### src/rtl/dpd_pkg.sv
// Shared DPD datapath helpers: accumulator sizing and the common
// round / arithmetic-shift / saturate arithmetic used by every output stage.
package dpd_pkg;

    // Wide enough for any accumulator + rounding bit in the DPD chain.
    localparam int CALC_W = 64;

    typedef struct packed {
        logic                     sat;
        logic signed [CALC_W-1:0] val;
    } rss_t;

    function automatic int wacc(input int wi, input int nmax);
        return wi + $clog2(nmax) + 1;
    endfunction

    function automatic logic signed [CALC_W-1:0] sat_max(input int wo);
        return (CALC_W'(1) <<< (wo - 1)) - CALC_W'(1);
    endfunction

    function automatic logic signed [CALC_W-1:0] sat_min(input int wo);
        return -(CALC_W'(1) <<< (wo - 1));
    endfunction

    // Round half toward +inf, shift right arithmetically, clamp to wo bits.
    function automatic rss_t round_shift_sat(input logic signed [CALC_W-1:0] x,
                                             input int shift, input int wo);
        logic signed [CALC_W-1:0] r;
        rss_t                     res;
        r = x;
        if (shift > 0) begin
            r = (x + (CALC_W'(1) <<< (shift - 1))) >>> shift;
        end
        res.sat = 1'b0;
        res.val = r;
        if (r > sat_max(wo)) begin
            res.sat = 1'b1;
            res.val = sat_max(wo);
        end else if (r < sat_min(wo)) begin
            res.sat = 1'b1;
            res.val = sat_min(wo);
        end
        return res;
    endfunction

endpackage

### src/rtl/prod_accum_round_sat.sv
// Combinational round + shift + saturate from a WR-bit signed sum to a
// WO-bit signed sample with a saturation flag.
module round_sat
    import dpd_pkg::*;
#(
    parameter int WR    = 26,
    parameter int WO    = 20,
    parameter int SHIFT = 4
) (
    input  logic signed [WR-1:0] din,
    output logic signed [WO-1:0] dout,
    output logic                 sat
);

    rss_t                    res;
    logic [CALC_W-WO-1:0]    res_hi_unused;

    always_comb res = round_shift_sat(CALC_W'(din), SHIFT, WO);

    // After clamping, the upper bits are pure sign extension.
    assign {res_hi_unused, dout} = res.val;
    assign sat                   = res.sat;

endmodule

### src/rtl/prod_accum.sv
// Sums a framed burst of signed multiplier products into one rounded,
// shifted and saturated output sample per frame.
module prod_accum
    import dpd_pkg::*;
#(
    parameter int WI    = 20,
    parameter int WO    = 20,
    parameter int NMAX  = 16,
    parameter int SHIFT = 4
) (
    input  logic                   clk,
    input  logic                   reset_b,
    input  logic                   clr,
    input  logic                   in_valid,
    input  logic signed [WI-1:0]   in_data,
    input  logic                   in_last,
    output logic                   out_valid,
    output logic signed [WO-1:0]   out_data,
    output logic                   out_sat,
    output logic                   err,
    output logic [$clog2(NMAX):0]  term_cnt
);

    localparam int WACC = wacc(WI, NMAX);
    localparam int CW   = $clog2(NMAX) + 1;

    localparam logic [0:0] ST_IDLE  = 1'b1;
    localparam logic [0:0] ST_ACCUM = 1'b0;

    logic signed [WACC-1:0] acc_q, acc_d, sum_next, in_ext;
    logic [CW-1:0]          term_cnt_q, term_cnt_d;
    logic [0:0]             first_q, first_d;
    logic                   out_valid_q, out_valid_d;
    logic                   out_sat_q, out_sat_d;
    logic                   err_q, err_d;
    logic signed [WO-1:0]   out_data_q, out_data_d, rs_data;
    logic                   rs_sat, dump, fire;

    assign in_ext   = {{(WACC-WI){in_data[WI-1]}}, in_data};
    // A new frame never sees the previous frame's acc, even back-to-back.
    assign sum_next = ((first_q == ST_IDLE) ? WACC'(0) : acc_q) + in_ext;
    assign dump     = in_valid && !in_last && (term_cnt_q == CW'(NMAX - 1));
    assign fire     = in_valid && (in_last || dump);

    round_sat #(
        .WR    (WACC + 1),
        .WO    (WO),
        .SHIFT (SHIFT)
    ) u_round_sat (
        .din  ({sum_next[WACC-1], sum_next}),
        .dout (rs_data),
        .sat  (rs_sat)
    );

    always_comb begin
        // NOTE: every _d gets a hold/default value first so no path leaves it unassigned (no latch).
        acc_d       = acc_q;
        term_cnt_d  = term_cnt_q;
        first_d     = first_q;
        err_d       = err_q;
        out_valid_d = 1'b0;
        out_data_d  = out_data_q;
        out_sat_d   = out_sat_q;

        if (clr) begin
            acc_d      = '0;
            term_cnt_d = '0;
            first_d    = ST_IDLE;
            err_d      = 1'b0;
        end else if (fire) begin
            out_valid_d = 1'b1;
            out_data_d  = rs_data;
            out_sat_d   = rs_sat;
            first_d     = ST_IDLE;
            term_cnt_d  = '0;
            if (dump) begin
                err_d = 1'b1;
            end
        end else if (in_valid) begin
            acc_d      = sum_next;
            term_cnt_d = term_cnt_q + CW'(1);
            first_d    = ST_ACCUM;
        end
    end

    // NOTE: state flops use non-blocking assignments so all registers update from pre-edge values.
    always_ff @(posedge clk or negedge reset_b) begin
        if (!reset_b) begin
            acc_q       <= '0;
            term_cnt_q  <= '0;
            first_q     <= ST_IDLE;
            err_q       <= 1'b0;
            out_valid_q <= 1'b0;
            out_data_q  <= '0;
            out_sat_q   <= 1'b0;
        end else begin
            acc_q       <= acc_d;
            term_cnt_q  <= term_cnt_d;
            first_q     <= first_d;
            err_q       <= err_d;
            out_valid_q <= out_valid_d;
            out_data_q  <= out_data_d;
            out_sat_q   <= out_sat_d;
        end
    end

    assign out_valid = out_valid_q;
    assign out_data  = out_data_q;
    assign out_sat   = out_sat_q;
    assign err       = err_q;
    assign term_cnt  = term_cnt_q;

endmodule

### config.mk
export PLATFORM = sky130hd
export DESIGN_NAME = prod_accum
export DESIGN_NICKNAME = d
export VERILOG_FILES = /design/src/rtl/dpd_pkg.sv /design/src/rtl/prod_accum_round_sat.sv /design/src/rtl/prod_accum.sv
export SDC_FILE = /design/constraint.sdc
export NUM_CORES = 1
export LEC_CHECK = 0
export ABC_AREA = 1
export CAP_MARGIN = 20
export CORE_ASPECT_RATIO = 1.4
export CORE_MARGIN = 10
export CORE_UTILIZATION = 60
export CTS_BUF_LIST = sky130_fd_sc_hd__clkbuf_2
export DETAILED_ROUTE_END_ITERATION = 10
export HOLD_SLACK_MARGIN = 0.08
export PLACE_DENSITY_LB_ADDON = 0.25
export SLEW_MARGIN = 20
export SYNTH_ARGS = -nofsm -noshare
export SYNTH_HDL_FRONTEND = slang
export SYNTH_HIERARCHICAL = 1
export SYNTH_SLANG_ARGS = --single-unit
### constraint.sdc
create_clock -name clk -period 4.78 [get_ports clk]
set_input_delay 1.195 -clock clk [delete_from_list [all_inputs] [get_ports clk]]
set_output_delay 1.195 -clock clk [all_outputs]
set_load 0.005 [all_outputs]
==> flow_metrics.tcl <==
set metrics [dict create \
    synth.avg_cell_area_um2 6.08 \
    drt-pass1-iter-count 5 \
    final_cells 972 \
    hold_violations 0 \
    vias_per_cell 5.21 \
    yosysSeqAreaShare_pct 27.2 \
    detailed_place_hpwl_mm 10.6 \
    period_share_pct 92.4 \
    synth_edf_count 0 \
    grt_pass1_wl_mm 22.0 \
    htreeDepth 2 \
    grt_setup_unrepaired "false" \
    fin_skew_ns 0.0485 \
    grt_max_degree 55 \
    synth_top_area_share_pct 26.7 \
    layout_commonest_cell "nand2_1" \
    ctsResizeCount 0 \
    max_freq_mhz 226 \
    drc_errors 0 \
    clkTransAtPathRegs_ns 0.24 \
    wire_per_inst_um 13.4 \
    relSlewSlack_pct 52.7 \
    clkLatencyLatePin_ns 0.49 \
    fin_ws_ns 0.363 \
    postPlaceCellArea_um2 5560 \
    crit_path_max_fanout 20 \
    cp.required_ns 5.15 \
    synth_area_um2 4970 \
    chipWidth_um 96.9 \
    synth-main-ff-cell "dfrtp_1" \
    dieHeight_um 128 \
    crit_path_end_kind "flop" \
    leakage_nw 3.09 \
    setup_viol 0 \
    grt_overflow 0 \
    cp_data_arrival_time_ns 4.79 \
    yosysWarnings 6 \
    tns_ns 0 \
    synthArstFlopShare_pct 100 \
    core-area_um2 8100 \
    vias 5063 \
    cts_tree "yes" \
    finalCriticalPeriod_ns 4.42 \
    nFillCells 759 \
    rows 39 \
    fin_util_pct 69.4 \
    cts_sinks 54 \
    cts_buffer_depth 2 \
    layout-drive-gt1-share_pct 5.52 \
    path_class "in -> reg" \
    finalNetCount 921 \
    synth_cell_types 30 \
    mostFrequentLayoutCells "nand2_1, inv_1, nor2_1" \
    io_buffers 52 \
    grt_pass1_vias 4879 \
    syn_inst 818 \
    wl_mm 13.0 \
    pin_count 53 \
    cts_buffers 5 \
    drv_slew 0 \
    maxCapViolations 0 \
    hold_class "reg -> reg" \
    clock-root-buffer "clkbuf_2" \
    ant_nets 0 \
    stdcell_area_um2 5620 \
    track_usage_pct 20.9 \
    synth-seq-cells 54 \
    synthTopCellsByArea "dfrtp_1, nand2_1, inv_1" \
    place_congestion 0.995 \
    post-place-ws_ns -0.137 \
    drt_iter0_drc 277 \
    holdBufCountCts 0 \
    place_inst 963 \
    status "completed" \
    cts_setup_buffers 0 \
    syn-num-nets 871 \
    dieArea_um2 12400 \
    syn_to_final_growth_pct 13.2 \
    max_slew.worst_pin.slew_ns 0.707 \
    start_util_pct 61.4 \
    critPathLaunchType "input port" \
    synth_top_cell_by_area "dfrtp_1" \
    antenna_found_initial 1 \
    power_density_nw_per_um2 217 \
    peakVddDrop_v 0.000149 \
]
## state kept, by name, summed over array words and instances, names as in the netlist
name       cells
acc_q         25
out_data      20
term_cnt       5
err            1
first_q        1
out_sat        1
out_valid      1
## cell families (layout without fill, tap and decap cells)
family / Yosys count / after routing / share of synthesized area [%]
AND/OR/NAND/NOR: 513 / 513 / 43.7
buffers and inverters: 156 / 207 / 12.6
flip-flops: 54 / 54 / 27.2
AO/OA/AOI/OAI: 39 / 39 / 4.36
adder cells (fa/ha/maj): 28 / 28 / 7.20
XOR/XNOR: 28 / 28 / 4.93
other: 0 / 1 / 0
## synth_stat cells, types with 12 or more instances
cell type	number
nor2_1	73
nand3_1	41
and2_1	15
nand2_1	332
xnor2_1	12
inv_1	138
xor2_1	16
o21ai_0	13
dfrtp_1	53
a21oi_1	15
ha_1	27
nor2_2	12
## critical path, cell delays in order
cell and delay [ns]:
clkdlybuf4s50_1 0.46, ha_1 0.22, inv_1 0.07, fa_1 0.40
inv_1 0.12, nand2_1 0.05, nand2_1 0.07, and2_1 0.20
xor2_1 0.37, ha_1 0.27, nand2_2 0.08, nor2_4 0.19
nand2_4 0.09, nor2_4 0.15, nand2_1 0.06, nand2_1 0.07
nand2_2 0.06, nor2_2 0.10, nand2_1 0.06, nand2_2 0.27
nand2_1 0.10, nand2_1 0.07, nand2_1 0.05
## routing by layer
layer  vias to the layer above  part of all wire (%)  GRT usage [%]
li1                       2567                     -              -
met1                      2296                    40           23.3
met2                       162                    50           38.5
met3                        38                   5.6           3.02
met4                         0                   3.6           8.62
met5                         -                     0              0
## where the power goes
part,internal (W),leakage (nW),switching [W]
logic,0.000188,2.36,0.000246
clock network,0.0000889,0.0406,0.000151
registers,0.000513,0.698,0.0000307
total,0.000790,3.09,0.000428
## final timing paths
kind,start,endpoint,slack (ns),depth (start not counted)
setup / recovery,in_data[0],out_data[4],0.36,23
hold / removal,out_data[6],out_data[6],0.50,2
setup reg to reg,first_q,out_data[4],0.74,23
hold reg to reg,out_data[6],out_data[6],0.50,2
max in group asynchronous,reset_b,acc_q[21],3.50,2
min in group asynchronous,reset_b,acc_q[13],0.79,2
## metrics by stage
step,hold WS (ns),total power (W)
2_1_floorplan,0.449,0.000815
3_3_place_gp,0.454,0.000973
3_5_place_dp,0.457,0.000987
4_1_cts,0.511,0.00123
5_1_grt,0.536,0.00130
6_report,0.504,0.00122
## final cells by class
| cell class | count | area [um2] | area share [%] |
|---|---|---|---|
| tap | 102 | 128 | 2.27 |
| sequential | 54 | 1350 | 24.0 |
| clock buffer | 6 | 30.0 | 0.534 |
| inverter | 142 | 533 | 9.48 |
| timing repair buffer | 57 | 553 | 9.83 |
| clock inverter | 2 | 33.8 | 0.601 |
| multi-input combinational | 608 | 2990 | 53.2 |
| antenna | 1 | 2.50 | 0.0445 |
Power figures use the tool's default switching activity.
